[src/rtl/fetch_unit.sv]
// fetch_unit: PC owner, instruction-memory requester and DEPTH-entry instruction FIFO toward decode.
// Optional macro FETCH_UNIT_PERF_EN adds the 32-bit perf_fetched delivered-instruction counter.
module fetch_unit #(
    parameter int              XLEN     = 32,
    parameter logic [XLEN-1:0] RESET_PC = '0,
    parameter int              DEPTH    = 4
) (
    input  logic            CLK,
    input  logic            RST_X,
    output logic            imem_req,
    output logic [XLEN-1:0] imem_addr,
    input  logic [31:0]     imem_rdata,
    input  logic            redirect,
    input  logic [XLEN-1:0] redirect_pc,
    output logic            out_valid,
    input  logic            out_ready,
    output logic [XLEN-1:0] out_pc,
    output logic [31:0]     out_instr
`ifdef FETCH_UNIT_PERF_EN
    ,
    output logic [31:0]     perf_fetched
`endif
);

    localparam int AW = $clog2(DEPTH);
    localparam int CW = AW + 1;
    localparam logic [CW:0] DEPTH_W = (CW+1)'(DEPTH);

    logic [XLEN-1:0] pc_q, pc_d, inflight_pc_q, inflight_pc_d;
    logic            inflight_q, inflight_d;
    logic [AW-1:0]   wr_q, wr_d, rd_q, rd_d;
    logic [CW-1:0]   count_q, count_d;
    logic [CW:0]     occ;
    logic            pop, push, issue;
    logic [XLEN-1:0] pc_mem [DEPTH];
    logic [31:0]     instr_mem [DEPTH];
    logic            unused_redirect_lsbs;

    assign unused_redirect_lsbs = ^redirect_pc[1:0];

    assign out_valid = count_q != '0;
    assign pop       = out_valid & out_ready & ~redirect;
    assign push      = inflight_q & ~redirect;
    // Occupancy after this cycle's pop, counting the in-flight slot as reserved (credit rule).
    assign occ       = {1'b0, count_q} + (CW+1)'(inflight_q) - (CW+1)'(pop);
    assign issue     = RST_X & ~redirect & (occ < DEPTH_W);
    assign imem_req  = issue;
    assign imem_addr = pc_q;
    assign out_pc    = pc_mem[rd_q];
    assign out_instr = instr_mem[rd_q];

    // Next-state: redirect wins over issue, push and pop.
    always_comb begin
        pc_d          = redirect ? {redirect_pc[XLEN-1:2], 2'b00} : issue ? pc_q + XLEN'(4) : pc_q;
        inflight_d    = issue;
        inflight_pc_d = issue ? pc_q : inflight_pc_q;
        wr_d          = redirect ? '0 : push ? wr_q + AW'(1) : wr_q;
        rd_d          = redirect ? '0 : pop ? rd_q + AW'(1) : rd_q;
        count_d       = redirect ? '0 : count_q + CW'(push) - CW'(pop);
    end

    // Control state with asynchronous reset.
    always_ff @(posedge CLK or negedge RST_X) begin
        if (!RST_X) begin
            pc_q          <= RESET_PC;
            inflight_q    <= 1'b0;
            inflight_pc_q <= '0;
            wr_q          <= '0;
            rd_q          <= '0;
            count_q       <= '0;
        end else begin
            pc_q          <= pc_d;
            inflight_q    <= inflight_d;
            inflight_pc_q <= inflight_pc_d;
            wr_q          <= wr_d;
            rd_q          <= rd_d;
            count_q       <= count_d;
        end
    end

    // FIFO storage: returned word paired with the PC it was fetched from.
    always_ff @(posedge CLK) begin
        if (push) begin
            pc_mem[wr_q]    <= inflight_pc_q;
            instr_mem[wr_q] <= imem_rdata;
        end
    end

`ifdef FETCH_UNIT_PERF_EN
    logic [31:0] perf_q;

    assign perf_fetched = perf_q;

    // Delivered-instruction counter; survives redirects, cleared only by reset.
    always_ff @(posedge CLK or negedge RST_X) begin
        if (!RST_X) perf_q <= '0;
        else if (pop) perf_q <= perf_q + 32'd1;
    end
`endif

endmodule

[config.mk]
export PLATFORM = sky130hd
export DESIGN_NAME = fetch_unit
export DESIGN_NICKNAME = d
export VERILOG_FILES = /design/src/rtl/fetch_unit.sv
export SDC_FILE = /design/constraint.sdc
export NUM_CORES = 1
export LEC_CHECK = 0
export BUFFER_PORTS_ARGS = -buffer_cell sky130_fd_sc_hd__clkbuf_2
export CORE_ASPECT_RATIO = 1.2
export CORE_MARGIN = 2
export CORE_UTILIZATION = 45
export CTS_CLUSTER_SIZE = 16
export DETAILED_ROUTE_END_ITERATION = 10
export PLACE_DENSITY = 0.65
export SLEW_MARGIN = 10
export SYNTH_ARGS = -nofsm -noshare
export SYNTH_HDL_FRONTEND = slang
export SYNTH_SLANG_ARGS = --single-unit
[constraint.sdc]
create_clock -name CLK -period 4.25 [get_ports CLK]
set_clock_uncertainty 0.05 [all_clocks]
set_input_delay 0.85 -clock CLK [delete_from_list [all_inputs] [get_ports CLK]]
set_output_delay 0.85 -clock CLK [all_outputs]
set_load 0.005 [all_outputs]
### Yosys cells after proc, flatten, opt, wreduce, memory -nomap -nowiden

Memory sizes are Yosys's and may differ from the RTL's.
Cells that the tools add are included.

* memories: 2
* output and inout bits: 98
* input port bits: 68
* register bits after elaboration: 72
* RAM bits: 256
* logic and storage cells: 35

* bitwise gates (word level): 6
* order comparisons: 1
* multiplexer cells: 9
* reductions and logical operators: 4
* add/subtract/negate cells: 7

Memories
* instr_mem: words 4, bits a word 32, read ports 1, clocked after Yosys merged registers in 0, wr ports 1, RTL line 36 `logic [31:0] instr_mem [DEPTH];`
* pc_mem: words 4, bits a word 32, read ports 1, clocked after Yosys merged registers in 0, wr ports 1, RTL line 35 `logic [XLEN-1:0] pc_mem [DEPTH];`

Operators with widths (number)
* two-way mux 32 bit: 2
* adder 32 x 3 -> 32 bit, second input constant: 1
* two-way mux 2 bit: 4
* nonzero test 2 bit: 3
* AND 1 bit: 5
* adder 2 x 1 -> 2 bit, second input constant: 2
* adder 3 x 1 -> 4 bit: 1
* less-than comparator 4 x 3 -> 1 bit, second input constant: 1
* subtractor 4 x 1 -> 4 bit: 1
* adder 3 x 1 -> 3 bit: 1
* two-way mux 3 bit: 1
* nonzero test 3 bit: 1
* subtractor 3 x 1 -> 3 bit: 1
* two-way mux 1 bit: 2
* NOT 1 bit: 1

### Logic depth before layout (Yosys ltp)

* word-level depth: 8
* gate-level depth with buffers: 12
* gate-level depth less buffers: 10

### Worst setup path after synthesis

Ideal clock, no wire load.

* path kind: input port to output port
* from: input redirect
* to: output imem_req
* data required time: 3.350 ns
* buffers on the path: 2
* stages: 9
* arrival: 2.704 ns
* path slack: 0.646 ns
* cells stage by stage: buf_2 -> or3_1 -> ha_1 -> nand2_1 -> nor4b_4 -> o311a_1 -> o21ai_1 -> buf_2 -> inv_1

* word-level cells in the longest chain between the ends: 5
* elaborated cells between the ends (all ways): 6
* classes of those cells: 1 x add/sub; 1 x order compare; 4 x bitwise

Ends and longest elaborated chain
* start, declared: RTL line 13 `input logic redirect,`
* NOT 1 bit (*): RTL line 42, 46
* AND 1 bit: RTL line 42 `assign pop = out_valid & out_ready & ~redirect;`
* subtractor 4 x 1 -> 4 bit: RTL line 45 `assign occ = {1'b0, count_q} + (CW+1)'(inflight_q) - (CW+1)'(pop);`
* less-than comparator 4 x 3 -> 1 bit: RTL line 46 `assign issue = RST_X & ~redirect & (occ < DEPTH_W);`
* AND 1 bit (*): RTL line 46
* end, declared: RTL line 10 `output logic imem_req,`

Mark *: on every way between the ends. The rest lies on a longest branch, timed or not.

### Worst setup path after layout

* from: register count_q[0]
* to: output imem_req

* word-level cells in the longest chain between the ends: 6
* elaborated cells between the ends (all ways): 7
* classes of those cells: 2 x add/sub; 1 x order compare; 3 x bitwise; 1 x reduce/logical

Ends and longest elaborated chain
* start, declared: RTL line 32 `logic [CW-1:0] count_q, count_d;`
* start signal, assigned: RTL line 77 `count_q <= count_d;`
* parallel branches: the longest is 3 deep, another holds adder 3 x 1 -> 4 bit
* subtractor 4 x 1 -> 4 bit (*): RTL line 45
* less-than comparator 4 x 3 -> 1 bit (*): RTL line 46
* AND 1 bit (*): RTL line 46

Mark *: on every way between the ends.

==> flow_metrics.env <==
export IMPL_maxCapViolations=0
export IMPL_worst_path_largest_cell_delay_ps=450
export IMPL_final_setup_tns_ps=0
export IMPL_cts_buffers=31
export IMPL_p_per_area_mw_per_mm2=590
export IMPL_synth_adder_area_share_pct=0.962
export IMPL_synth_seq_area_share_pct=73.3
export IMPL_end_kind="output pin"
export IMPL_syn_avg_cell_area_sq_um=19.3
export IMPL_routed_wl_um=24800
export IMPL_status="complete, no violations"
export IMPL_slew_headroom_pct=32.2
export IMPL_remaining_drc_errors=0
export IMPL_final_common_cell="edfxtp_1"
export IMPL_first_iter_violations=322
export IMPL_start_util_pct=45.9
export IMPL_grt_pass1_vias=7084
export IMPL_yosys_warnings=0
export IMPL_path_cells="or3_1 > nand2_1 > or3_1 > ha_1 > nand2_1 > nor4b_4 > o311a_1 > o21ai_4 > inv_1 > clkbuf_2"
export IMPL_diodes=0
export IMPL_rows=66
export IMPL_routedWlPerCell_um=21.0
export IMPL_cts_root_buf="clkbuf_16"
export IMPL_post_dp_hpwl_um=14800
export IMPL_worst_path_max_delay_cell="dfrtp_1"
export IMPL_r2r_start="count_q[0]$_DFF_PN0_"
export IMPL_fin_crit_ps=3880
export IMPL_cts_setup_buffers=0
export IMPL_path_clk_slew_ps=60
export IMPL_synth_top_family_by_area="multiplexers"
export IMPL_holdBufCountCts=0
export IMPL_setup_viol=0
export IMPL_synthCells=647
export IMPL_core_region_area_sq_mm=0.0272
export IMPL_grt_max_degree=64
export IMPL_final_cell_mix="edfxtp_1, clkbuf_2, dfrtp_1"
export IMPL_vias_per_cell=5.55
export IMPL_worstPathMaxFanout=5
export IMPL_synthMuxAreaShare_pct=14.9
export IMPL_worstSetupPathType="reg2out"
export IMPL_clock_latency_ps=550
export IMPL_r2r_slack_ps=910
export IMPL_drive_gt1_share_pct=39.5
export IMPL_mappedNetlistArea_sq_mm=0.0125
export IMPL_io_buffers=159
export IMPL_grtUsageTotal_pct=17.2
export IMPL_ys_types=40
export IMPL_ctsResizeCount=0
export IMPL_critPathLaunchType="flop"
export IMPL_crit_start="count_q[0]$_DFF_PN0_"
export IMPL_firstDrtPassIters=4
export IMPL_leakage_nw=5.25
export IMPL_tritoncts="yes"
export IMPL_synth_edf_count=248
export IMPL_areaGrowthSynthToFinish_pct=17.6
export IMPL_clock_sinks=316
export IMPL_finalCritPeriodShare_pct=91.2
export IMPL_cp_required_ps=3350
export IMPL_synth_simple_area_share_pct=3.65
export IMPL_critPathArrivalTime_ps=2980
export IMPL_async_flop_share_pct=21.5
export IMPL_io_pins=166
export IMPL_hold_viol_final=0
export IMPL_die_height_um=186
export IMPL_grt_pass1_wl_um=38700
export IMPL_ant_nets=0
export IMPL_synth_seq_cells=316
export IMPL_max_vdd_ir_drop_uv=328
export IMPL_worst_pin_slew_ps=1020
export IMPL_synthXorXnorAreaFrac_pct=2.25
export IMPL_overflow=0
export IMPL_synth_compound_area_share_pct=3.01
export IMPL_cts_htree_levels=1
export IMPL_synth_main_ff_cell="edfxtp_1"
export IMPL_rsz0062_at_grt="false"
export IMPL_cts_path_max_buffers=3
export IMPL_fmax_mhz=258
export IMPL_fin_hold_ws_ps=162
export IMPL_die_area_sq_mm=0.0291
export IMPL_r2r_cells=11
export IMPL_vias=6549
export IMPL_slew_viol_final=0
export IMPL_die_w_um=156
export IMPL_hold_class="in2async"
export IMPL_fin_nets=892
export IMPL_place_congestion=0.845
export IMPL_antenna_found_initial=0
[critical path: cells and delay by family, from the launching register on]
| kind | cells | cell delay (ps) |
|---|---|---|
| compound gates | 2 | 360 |
| fa+ha+maj | 1 | 300 |
| buf+inv | 2 | 240 |
| flops | 1 | 450 |
| simple gates | 5 | 1070 |
[layout make-up]
| class | count | area (sq um) |
|---|---|---|
| flip-flops and latches | 316 | 9160 |
| clock buffers | 42 | 867 |
| well taps | 340 | 425 |
| clock inverters | 15 | 188 |
| fillers | 2122 | 12500 |
| multi-input cells | 290 | 3140 |
| repair buffers | 168 | 878 |
| inverters | 8 | 32.5 |
[power by group]
| part | switching [W] | internal, W |
|---|---|---|
| Clock | 0.00111 | 0.00167 |
| Sequential | 0.000387 | 0.00383 |
| Combinational | 0.000782 | 0.000881 |
[worst paths after layout]
kind	to
max	imem_req
min	inflight_pc_q[13]$_DFFE_PN0P_
max reg2reg	imem_addr[28]$_DFFE_PN0P_
min reg2reg	pc_mem[2][30]$_DFFE_PP_
max in group asynchronous	rd_q[0]$_DFFE_PN0P_
min in group CLK	imem_addr[27]$_DFFE_PN0P_
[synth_stat cells, drive strengths merged (2+ instances only)]
library cell / count / area share, %
a21oi: 2 / 0.080
nor3: 5 / 0.20
nand4: 2 / 0.10
inv: 8 / 0.26
clkbuf: 10 / 0.30
and2: 6 / 0.30
and4: 5 / 0.35
mux2: 39 / 3.6
a31oi: 3 / 0.15
nand3: 4 / 0.16
edfxtp: 248 / 60
and3: 9 / 0.45
dfrtp: 68 / 14
nand2: 28 / 0.84
buf: 26 / 1.3
mux4: 62 / 11
ha: 8 / 0.80
or3: 6 / 0.30
nor2b: 2 / 0.16
nor2: 18 / 0.54
o2111ai: 15 / 1.1
o21ai: 27 / 1.1
xnor2: 11 / 0.77
o211ai: 7 / 0.50
mux2i: 2 / 0.16
xor2: 21 / 1.5
[sequential cells by signal (all words and copies together), names as in the netlist]
name,count
wr_q,2
instr_mem,128
rd_q,2
inflight_q,1
count_q,3
pc_mem,120
imem_addr,30
inflight_pc_q,30
[layer usage]
layer  track usage [%]  routed length (um)  part of all wire (%)  vias up
met3              2.97                1210                   4.9       50
li1                  -                   -                     -     2905
met2              29.3               12600                    51      192
met5                 0                   0                     0        -
met4              5.82                 607                   2.4        0
met1              22.3               10300                    42     3402
[kinds of logic (layout without fill, tap and decap cells)]
kind of cell | after synthesis | in the layout
other cells | 1 | 4
fa+ha+maj | 9 | 9
compound gates | 55 | 55
simple gates | 87 | 87
flops | 316 | 316
xor+xnor | 32 | 32
buf+inv | 44 | 233
mux | 103 | 103
[through the flow]
step	utilization, %	total power [W]	area, sq um	std cells	setup WS (ps)
5_1_grt	54.0	0.00908	14700	1179	146
2_1_floorplan	-	0.00532	12500	650	646
3_3_place_gp	50.2	0.00591	13600	1122	684
6_report	54.0	0.00866	14700	1179	374
3_5_place_dp	50.2	0.00598	13600	1122	581
4_1_cts	54.0	0.00877	14700	1179	328
Power figures use the tool's default switching activity.
